==> src/rtl/dm_arbiter.sv <==
// Round-robin arbiter sharing one data memory between two request/ack ports.
// Each access takes 3 cycles: accept in IDLE, one ACC cycle on the memory pins, one ACK cycle.
module dm_arbiter #(
  parameter int AW = 5,
  parameter int DW = 8
) (
  input  logic          clk,
  input  logic          rst,
  input  logic          p0_req,
  input  logic          p0_we,
  input  logic [AW-1:0] p0_addr,
  input  logic [DW-1:0] p0_wdata,
  output logic          p0_ack,
  output logic [DW-1:0] p0_rdata,
  input  logic          p1_req,
  input  logic          p1_we,
  input  logic [AW-1:0] p1_addr,
  input  logic [DW-1:0] p1_wdata,
  output logic          p1_ack,
  output logic [DW-1:0] p1_rdata,
  output logic          rd_mem,
  output logic          wr_mem,
  output logic [AW-1:0] dm_abus,
  output logic [DW-1:0] dm_out_dbus,
  input  logic [DW-1:0] dm_in_dbus,
  output logic          busy
);

  typedef enum logic [1:0] {IDLE, ACC, ACK} state_t;

  state_t        state, state_nxt;
  logic          last;
  logic          owner;
  logic          we_q;
  logic [AW-1:0] addr_q;
  logic [DW-1:0] wdata_q;
  logic [DW-1:0] rdata0_q, rdata1_q;
  logic          win;
  logic          accept;

  // On a tie the port that did not win last time is served.
  assign win    = p0_req ? (p1_req ? ~last : 1'b0) : 1'b1;
  assign accept = (state == IDLE) && (p0_req || p1_req);

  always_ff @(posedge clk or negedge rst) begin
    if (!rst) begin
      state <= IDLE;
    end else begin
      state <= state_nxt;
    end
  end

  always_comb begin
    state_nxt = state;
    rd_mem    = 1'b0;
    wr_mem    = 1'b0;
    p0_ack    = 1'b0;
    p1_ack    = 1'b0;
    busy      = 1'b1;
    case (state)
      IDLE: begin
        busy = 1'b0;
        if (p0_req || p1_req) state_nxt = ACC;
      end
      ACC: begin
        wr_mem    = we_q;
        rd_mem    = ~we_q;
        state_nxt = ACK;
      end
      ACK: begin
        p0_ack    = ~owner;
        p1_ack    = owner;
        state_nxt = IDLE;
      end
      default: state_nxt = IDLE;
    endcase
  end

  always_ff @(posedge clk or negedge rst) begin
    if (!rst) begin
      last    <= 1'b1;
      owner   <= 1'b0;
      we_q    <= 1'b0;
      addr_q  <= '0;
      wdata_q <= '0;
    end else if (accept) begin
      last    <= win;
      owner   <= win;
      we_q    <= win ? p1_we    : p0_we;
      addr_q  <= win ? p1_addr  : p0_addr;
      wdata_q <= win ? p1_wdata : p0_wdata;
    end
  end

  // Read data is captured only for the owner, at the edge that ends ACC.
  always_ff @(posedge clk or negedge rst) begin
    if (!rst) begin
      rdata0_q <= '0;
      rdata1_q <= '0;
    end else if (state == ACC && !we_q) begin
      if (owner) rdata1_q <= dm_in_dbus;
      else       rdata0_q <= dm_in_dbus;
    end
  end

  assign dm_abus     = addr_q;
  assign dm_out_dbus = wdata_q;
  assign p0_rdata    = rdata0_q;
  assign p1_rdata    = rdata1_q;

endmodule

==> config.mk <==
export PLATFORM = sky130hd
export DESIGN_NAME = dm_arbiter
export DESIGN_NICKNAME = d
export VERILOG_FILES = /design/src/rtl/dm_arbiter.sv
export SDC_FILE = /design/constraint.sdc
export NUM_CORES = 1
export LEC_CHECK = 0
export ABC_AREA = 0
export BUFFER_PORTS_ARGS = -buffer_cell sky130_fd_sc_hd__buf_4
export CAP_MARGIN = 20
export CELL_PAD_IN_SITES_DETAIL_PLACEMENT = 2
export CELL_PAD_IN_SITES_GLOBAL_PLACEMENT = 2
export CORE_AREA = 2 2 77 79
export DETAILED_ROUTE_END_ITERATION = 10
export DIE_AREA = 0 0 79 81
export PLACE_DENSITY = 0.79
export SLEW_MARGIN = 20
export SYNTH_ARGS = -nofsm -noshare
export SYNTH_HDL_FRONTEND = slang
export SYNTH_SLANG_ARGS = --single-unit
==> constraint.sdc <==
create_clock -name clk -period 3.6 [get_ports clk]
set_input_delay 0.54 -clock clk [delete_from_list [all_inputs] [get_ports clk]]
set_output_delay 0.54 -clock clk [all_outputs]
set_load 0.05 [all_outputs]
# Word-level counts from Yosys, hierarchy flattened
# Index checks and enable logic that the tools add are counted.
# totals
reg_bits,34
latchBits,0
ram_bits,0
romBits,0
in_bits,40
output_inout_bits,34
memories,0
# classes
add_sub_neg,0
mul,0
div_mod_pow,0
magnitude_cmp,0
eq_ne,3
shift,0
n_mux,12
bitwise,3
reduce_logical,7
# op_table
op,n
$mux W1,8
$mux W8,1
$mux W5,1
$pmux W2 S2,1
$reduce_and A2 Y1,2
$not A1 Y1,3
$eq A2 B1 Y1 const B,1
$eq A2 B2 Y1 const B,1
$logic_and A1 B1 Y1,2
$logic_not A2 Y1,1
$mux W2,1
$ne A2 B1 Y1 const B,1
$logic_not A1 Y1,1
$logic_or A1 B1 Y1,1

# Depth between registers and ports, before layout
# Gate-level depths: netlist of run 1.
# logic_depth
word_depth,4
ltp_mapped,7
ltp_nobuf,3

# Worst setup path before layout of run 1
# No wires, ideal clock.
# synth_timing
kind,flip-flop to output port
from,register state[1]
to,output p0_ack
t_arrival_ns,1.573
setup_slack_ns,1.487
stages_incl_launch_ff,2
path_cell_list,dfrtp_1 -> nor3b_1
# synth_via
elab_chain_len,2
# synth_rtl
element,line_no,text
"start, declared",31,"state_t state, state_nxt;"
"start signal, assigned",49,state <= state_nxt;
$eq A2 B2 Y1,60,case (state)
$mux W1,60,
"end, declared",13,"output logic p0_ack,"
# Every way passes these cells.

# Final worst setup path of run 1
# layout_timing
from,register state[1]
to,output busy
# layout_via
elab_chain_len,2
# layout_rtl
element,line_no,text
$logic_not A2 Y1,60,
$mux W1,60,
"end, declared",26,output logic busy
# Every way passes these cells.

==> summary.md, run 1 <==
| Metric | Value |
|---|---|
| CP max stage delay | 570 ps |
| Grt ovf | 0 |
| Total GRT Usage | 15.4% |
| Clock Path Buffers | 2 |
| PnR worst setup slack | 1470 ps |
| FF-to-FF path depth | 3 |
| Max-cap violations | 0 |
| Critical-path top delay cell | nor2_2 |
| HP Class | in -> async |
| Final setup violation count | 0 |
| Status | complete, no violations |
| Crit start category | flip-flop |
| WL per Instance | 16.9 um |
| Initial antenna violation count | 0 |
| Max Clock Skew | 6.17 ps |
| Critical Path RT | 3060 ps |
| Bufs and invs on worst path | 2 |
| RR Startpoint | state[1]$_DFFE_PN0P_ |
| Worst r2r dst | p0_rdata[0]$_DFFE_PN0P_ |
| Cells after synthesis | 135 |
| H-tree depth | 2 |
| Core box area | 5680 um^2 |
| Setup CP Type | reg -> out |
| Minimum clock period | 2130 ps |
| R2r setup slk | 1760 ps |
| Unrepaired setup endpoints after global routing | false |
| Post-CTS sizing | 0 |
| Row count | 28 |
| Yosys reg bits | 34 |
| Ratio of final minimum period to clock period | 59.1% |
| Final Hold Slack | 199 ps |
| Root buf cell | clkbuf_8 |
| Share of layout cells above drive strength 1 | 53.4% |
| Die Wd | 79 um |
| Vias in the first global route | 1521 |
| Post-synthesis sequential area ratio | 51.1% |
| Inserted Diodes | 0 |
| Worst-Skew Late Latency | 280 ps |
| Syn nets | 175 |
| Sequential Power Share | 27.7% |
| Worst slew pin tran | 829 ps |
| Logic gate share of total power | 61.1% |
| Layout area overhead | 38.8% |
| DP Worst Slack | 1610 ps |
| CTS clk-pin slew, worst paths | 70 ps |
| DR pass1 iterations | 4 |
| Max FO, Critical Path | 17 |
| CTS Buf Count | 5 |
| Hpwl dp | 3.55 mm |
| CTS sink count | 34 |
| PortBufs | 73 |
| Peak supply drop | 413 uV |
| Global-route wire length before repair | 7.46 mm |
| Slew Limit Fails | 0 |
| IO Pins | 74 |
| Design Power | 2.57 mW |
| FMAX | 470 MHz |
| Fin Setup TNS | 0 ps |
| CTS tree | built |
| Register area | 852 um^2 |
| Sw frac | 51.2% |
| 1st-iter DRT viols | 58 |
| Int Power | 1.26 mW |
| Via count of the routed design | 1347 |
| Power density cells | 1110 nW/um^2 |
| Critical path arrival | 1590 ps |
| Syn_area_per_cell | 12.3 um^2 |
| Post-route DRC | 0 |
| Delay-heaviest family, CP | simple AND/OR/NAND/NOR gates |
| Final hold viol count | 0 |
| Psw | 1.32 mW |
| Avg Vias per Cell | 4.83 |
| Initial core utilization | 29.4% |
| Largest net degree at the start of global routing | 35 |
| Library cells used by synthesis | 23 |
| Most common cell after layout, fill and taps aside | buf_4 |
| Cell area after synthesis | 1670 um^2 |
| Worst slew margin | 44.6% |
| CP Capture Type | primary output |
| Multi-input logic area | 721 um^2 |
| Setup Fix Bufs, Post-CTS | 0 |
| GP Congestion | 0.665 |
| Fillcell total | 606 |
| Hold buffer count at cts | 0 |
| ANT nets after route | 0 |
| Leak | 1.00 nW |
| Commonest cells after routing, fill and taps aside | 73 x buf_4, 33 x dfrtp_1, 16 x mux2_2 |
| CP Cell Sequence | nor2_2 -> inv_1 -> buf_4 |
| Clock power frac | 11.2% |
| Die Ht | 81 um |
| # nets final | 243 |
| Syn. warnings | 0 |
| DIE AREA | 6400 um^2 |
| Post-Route WL | 4.71 mm |
logic make-up (layout without fill, tap and decap cells):
kind of cell,Yosys count,after routing,share of synthesized area [%]
and+or+nand+nor,27,27,9.76
DFF,34,34,51.1
AOI/OAI and AO/OA,44,44,22.7
muxes,16,16,10.8
buffers and inverters,14,83,5.63
through the flow:
step	utilization, %	cell area (um^2)	instances
6_report	40.8	2310	279
3_5_place_dp	39.2	2220	271
5_1_grt	40.8	2310	279
3_3_place_gp	39.2	2220	271
4_1_cts	40.8	2310	279
2_1_floorplan	-	1670	135
area by class of cell:
type                            count  area share [%]
Inverter                            2           0.324
Timing Repair Buffer               73            23.7
Tap cell                           75            4.06
Clock inverter                      1           0.216
Sequential cell                    34            36.8
Multi-Input combinational cell     87            31.2
Clock buffer                        7            3.73
power groups by stage:
stage	sequential, mW	combinational, mW	clock [mW]
6_report	0.712	1.57	0.288
5_1_grt	0.739	1.66	0.314
4_1_cts	0.718	1.60	0.298
3_5_place_dp	0.723	1.59	0
3_3_place_gp	0.709	1.56	0
2_1_floorplan	1.27	0.603	0
worst max path at each step:
stage	start	to	slack, ps	cells after the start
3_3_place_gp	p0_req	dm_out_dbus[0]$_DFFE_PN0P_	1630	4
3_5_place_dp	p0_req	dm_out_dbus[1]$_DFFE_PN0P_	1610	4
6_report	state[1]$_DFFE_PN0P_	busy	1470	3
4_1_cts	state[0]$_DFFE_PN0P_	busy	1450	3
5_1_grt	state[0]$_DFFE_PN0P_	busy	1370	3
2_1_floorplan	state[1]$_DFFE_PN0P_	p0_ack	1490	1
layer usage:
layer / GRT usage (%) / part of all wire [%] / vias up / wire length [um]
li1: - / - / 626 / -
met1: 17.6 / 39 / 664 / 1840
met2: 28.5 / 55 / 52 / 2590
met3: 2.78 / 4.6 / 5 / 216
met4: 6.21 / 1.3 / 0 / 61
met5: 0 / 0 / - / 0
sequential cells by signal (all words and copies together) (netlist names):
name         flops
dm_out_dbus      8
dm_abus          5
last             1
owner            1
p0_rdata         8
state            2
p1_rdata         8
we_q             1
Yosys cell counts:
cell type	count	area, um^2
or2_1	1	6.26
a31oi_4	9	191
nor3b_1	1	7.51
buf_2	2	10.0
and2_1	2	12.5
buf_6	3	33.8
dfstp_2	1	26.3
nor2_2	1	6.26
dfrtp_1	33	826
o21ai_0	14	70.1
clkbuf_1	6	22.5
o21a_1	2	15.0
inv_1	2	7.51
nand3_1	15	75.1
nor2b_1	3	18.8
a21oi_1	14	70.1
buf_12	1	20.0
nand2b_1	1	6.26
a31oi_1	5	31.3
and2_4	1	8.76
mux2_2	16	180
nor3b_2	1	12.5
and3b_1	1	8.76
Power figures use the tool's default switching activity.
==> inputs of run 2 (changes only) <==
CORE_AREA = 2 2 84 86   (was 2 2 77 79)
DIE_AREA = 0 0 86 88   (was 0 0 79 81)
PLACE_DENSITY = 0.7   (was 0.79)
clock period = 1.75 ns   (was 3.6 ns; I/O delays follow)
==> run 2 against run 1 <==
Largest cell class unchanged. Clock power is 150% higher. Sequential power is 110% higher. Worst hold slack improved by 20 ps. Global-route usage down 2.0 points. Routed wire length increased by 3.2%. Design area grew 4.2%. Die area rose by 18%. Sequential share of layout area down 1.5 points. Sequential cell count is the same. Largest power group unchanged. Worst setup slack lost 1300 ps. Critical path depth unchanged.
==> summary.md, run 2 (synthesized netlist as in run 1, its figures left out) <==
| Metric | Value |
|---|---|
| FMAX | 642 MHz |
| Worst-Skew Late Latency | 280 ps (about the same) |
| Design Power | 5.50 mW (+110%) |
| # nets final | 249 (+2.5%) |
| R2r setup slk | 190 ps (-1570 ps) |
| GP Congestion | 0.682 (+2.5%) |
| Status | complete, no violations |
| Die Ht | 88 um (+8.6%) |
| Hpwl dp | 3.56 mm (+0.31%) |
| Sw frac | 50.0% (-1.2 points) |
| Unrepaired setup endpoints after global routing | false |
| Via count of the routed design | 1380 (+2.4%) |
| Worst r2r dst | p1_rdata[1]$_DFFE_PN0P_ |
| Final Hold Slack | 219 ps (+19.8 ps) |
| Worst slew margin | 64.7% (+20 points) |
| Max FO, Critical Path | 8 (-9) |
| Grt ovf | 0 (unchanged) |
| Int Power | 2.75 mW (+120%) |
| Post-route DRC | 0 (unchanged) |
| Worst slew pin tran | 528 ps (-301 ps) |
| Row count | 30 (+7.1%) |
| Inserted Diodes | 0 (unchanged) |
| Layout area overhead | 44.7% |
| Sequential Power Share | 26.7% (-1.0 points) |
| IO Pins | 74 (unchanged) |
| DIE AREA | 7570 um^2 (+18%) |
| Avg Vias per Cell | 4.76 (-1.4%) |
| Critical Path RT | 1920 ps (-1140 ps) |
| Max-cap violations | 0 (unchanged) |
| Psw | 2.75 mW (+110%) |
| Commonest cells after routing, fill and taps aside | 77 x buf_4, 33 x dfrtp_1, 16 x mux2_2 |
| Vias in the first global route | 1492 (-1.9%) |
| Clock power frac | 13.0% (+1.8 points) |
| Fillcell total | 718 (+18%) |
| Minimum clock period | 1560 ps |
| Total GRT Usage | 13.4% (-2.0 points) |
| ANT nets after route | 0 (unchanged) |
| CP Capture Type | flip-flop |
| H-tree depth | 2 (unchanged) |
| Die Wd | 86 um (+8.9%) |
| Power density cells | 2280 nW/um^2 (+110%) |
| Max Clock Skew | 3.57 ps (-2.60 ps) |
| Leak | 1.05 nW (+4.8%) |
| Initial antenna violation count | 0 (unchanged) |
| Final setup violation count | 0 (unchanged) |
| Crit start category | flip-flop |
| Root buf cell | clkbuf_8 |
| Final hold viol count | 0 (unchanged) |
| Most common cell after layout, fill and taps aside | buf_4 |
| Initial core utilization | 25.1% (-4.3 points) |
| Share of layout cells above drive strength 1 | 55.7% (+2.3 points) |
| RR Startpoint | state[1]$_DFFE_PN0P_ |
| CTS tree | built |
| 1st-iter DRT viols | 33 (-43%) |
| Core box area | 6640 um^2 (+17%) |
| CTS clk-pin slew, worst paths | 70 ps (about the same) |
| FF-to-FF path depth | 3 (unchanged) |
| Post-Route WL | 4.87 mm (+3.2%) |
| CP Launch Point | state[1]$_DFFE_PN0P_ |
| Clock Path Buffers | 2 (unchanged) |
| Fin Setup TNS | 0 ps (unchanged) |
| CTS sink count | 34 (unchanged) |
| PortBufs | 73 (unchanged) |
| Setup crit end | p1_rdata[1]$_DFFE_PN0P_ |
| Setup Fix Bufs, Post-CTS | 0 (unchanged) |
| Register area | 852 um^2 (unchanged) |
| Logic gate share of total power | 60.3% (-0.8 points) |
| Multi-input logic area | 734 um^2 (+1.9%) |
| Largest net degree at the start of global routing | 35 (unchanged) |
| DR pass1 iterations | 3 (-1) |
| CTS Buf Count | 5 (unchanged) |
| Peak supply drop | 789 uV (+91%) |
| Critical path arrival | 1730 ps (+140 ps) |
| Global-route wire length before repair | 7.70 mm (+3.2%) |
| Ratio of final minimum period to clock period | 89.0% |
| HP Class | in -> reg |
| WL per Instance | 16.8 um (-0.69%) |
| Setup CP Type | reg -> reg |
| Slew Limit Fails | 0 (unchanged) |
-- run 2: cell types whose count changed in the layout (fill, tap and decap cells not counted), sizes merged --
cell,delta
buf,+5
clkbuf,-2
bufinv,+1
clkinv,+1
dlygate4sd3,+1
-- run 2: worst min-delay path by stage --
stage                              from                       to  slack, ps  cells past startpoint
after floorplan                     rst   dm_abus[0]$_DFFE_PN0P_        -30                      0
after global placement              rst  p1_rdata[6]$_DFFE_PN0P_        240                      1
after detailed placement            rst  p1_rdata[6]$_DFFE_PN0P_        240                      1
after CTS                 dm_in_dbus[6]  p1_rdata[6]$_DFFE_PN0P_        210                      2
after global routing      dm_in_dbus[4]  p1_rdata[4]$_DFFE_PN0P_        210                      2
final                     dm_in_dbus[0]  p1_rdata[0]$_DFFE_PN0P_        220                      2
-- run 2: power by group through the flow --
| stage | Sequential, mW | Clock, mW | Combinational [mW] |
|---|---|---|---|
| floorplan | 2.62 | 0 | 1.26 |
| global placement | 1.47 | 0 | 3.29 |
| detailed placement | 1.48 | 0 | 3.34 |
| CTS | 1.47 | 0.748 | 3.36 |
| global route | 1.53 | 0.775 | 3.49 |
| finish | 1.47 | 0.714 | 3.32 |
-- run 2: what timing repair did --
action                     4_1_cts  5_1_grt
setup endpoints to repair        0        9
hold buffers                     1        0
hold endpoints to repair        33        0
gates resized for setup          0        1
-- run 2: critical path: stages, from the launching register on --
cell and delay (ps):
dfrtp_1 440, nor3b_4 210, and2_1 400, mux2_2 390
-- run 2: area by class of cell --
type,instances,area share (%)
Sequential cell,34,35.3
Timing Repair Buffer,79,25.2
Inverter,2,0.311
Clock buffer,5,2.85
Tap cell,80,4.15
Clock inverter,3,1.66
Multi-Input combinational cell,87,30.5
-- run 2: through the flow --
step           cells  cell area [um^2]  utilization, %  worst slack (ps)
2_1_floorplan    135              1680               -              12.3
3_3_place_gp     281              2290            34.5               158
3_5_place_dp     281              2290            34.5              58.3
4_1_cts          290              2410            36.3              20.4
5_1_grt          290              2410            36.3              44.3
6_report         290              2410            36.3               193
-- run 2: routing by layer --
layer  global-route usage [%]  share of wire (%)  vias up
li1                         -                  -      636
met1                     15.4                 42      681
met2                     23.8                 50       56
met3                     3.20                6.2        7
met4                     5.92                1.9        0
met5                        0                  0        -
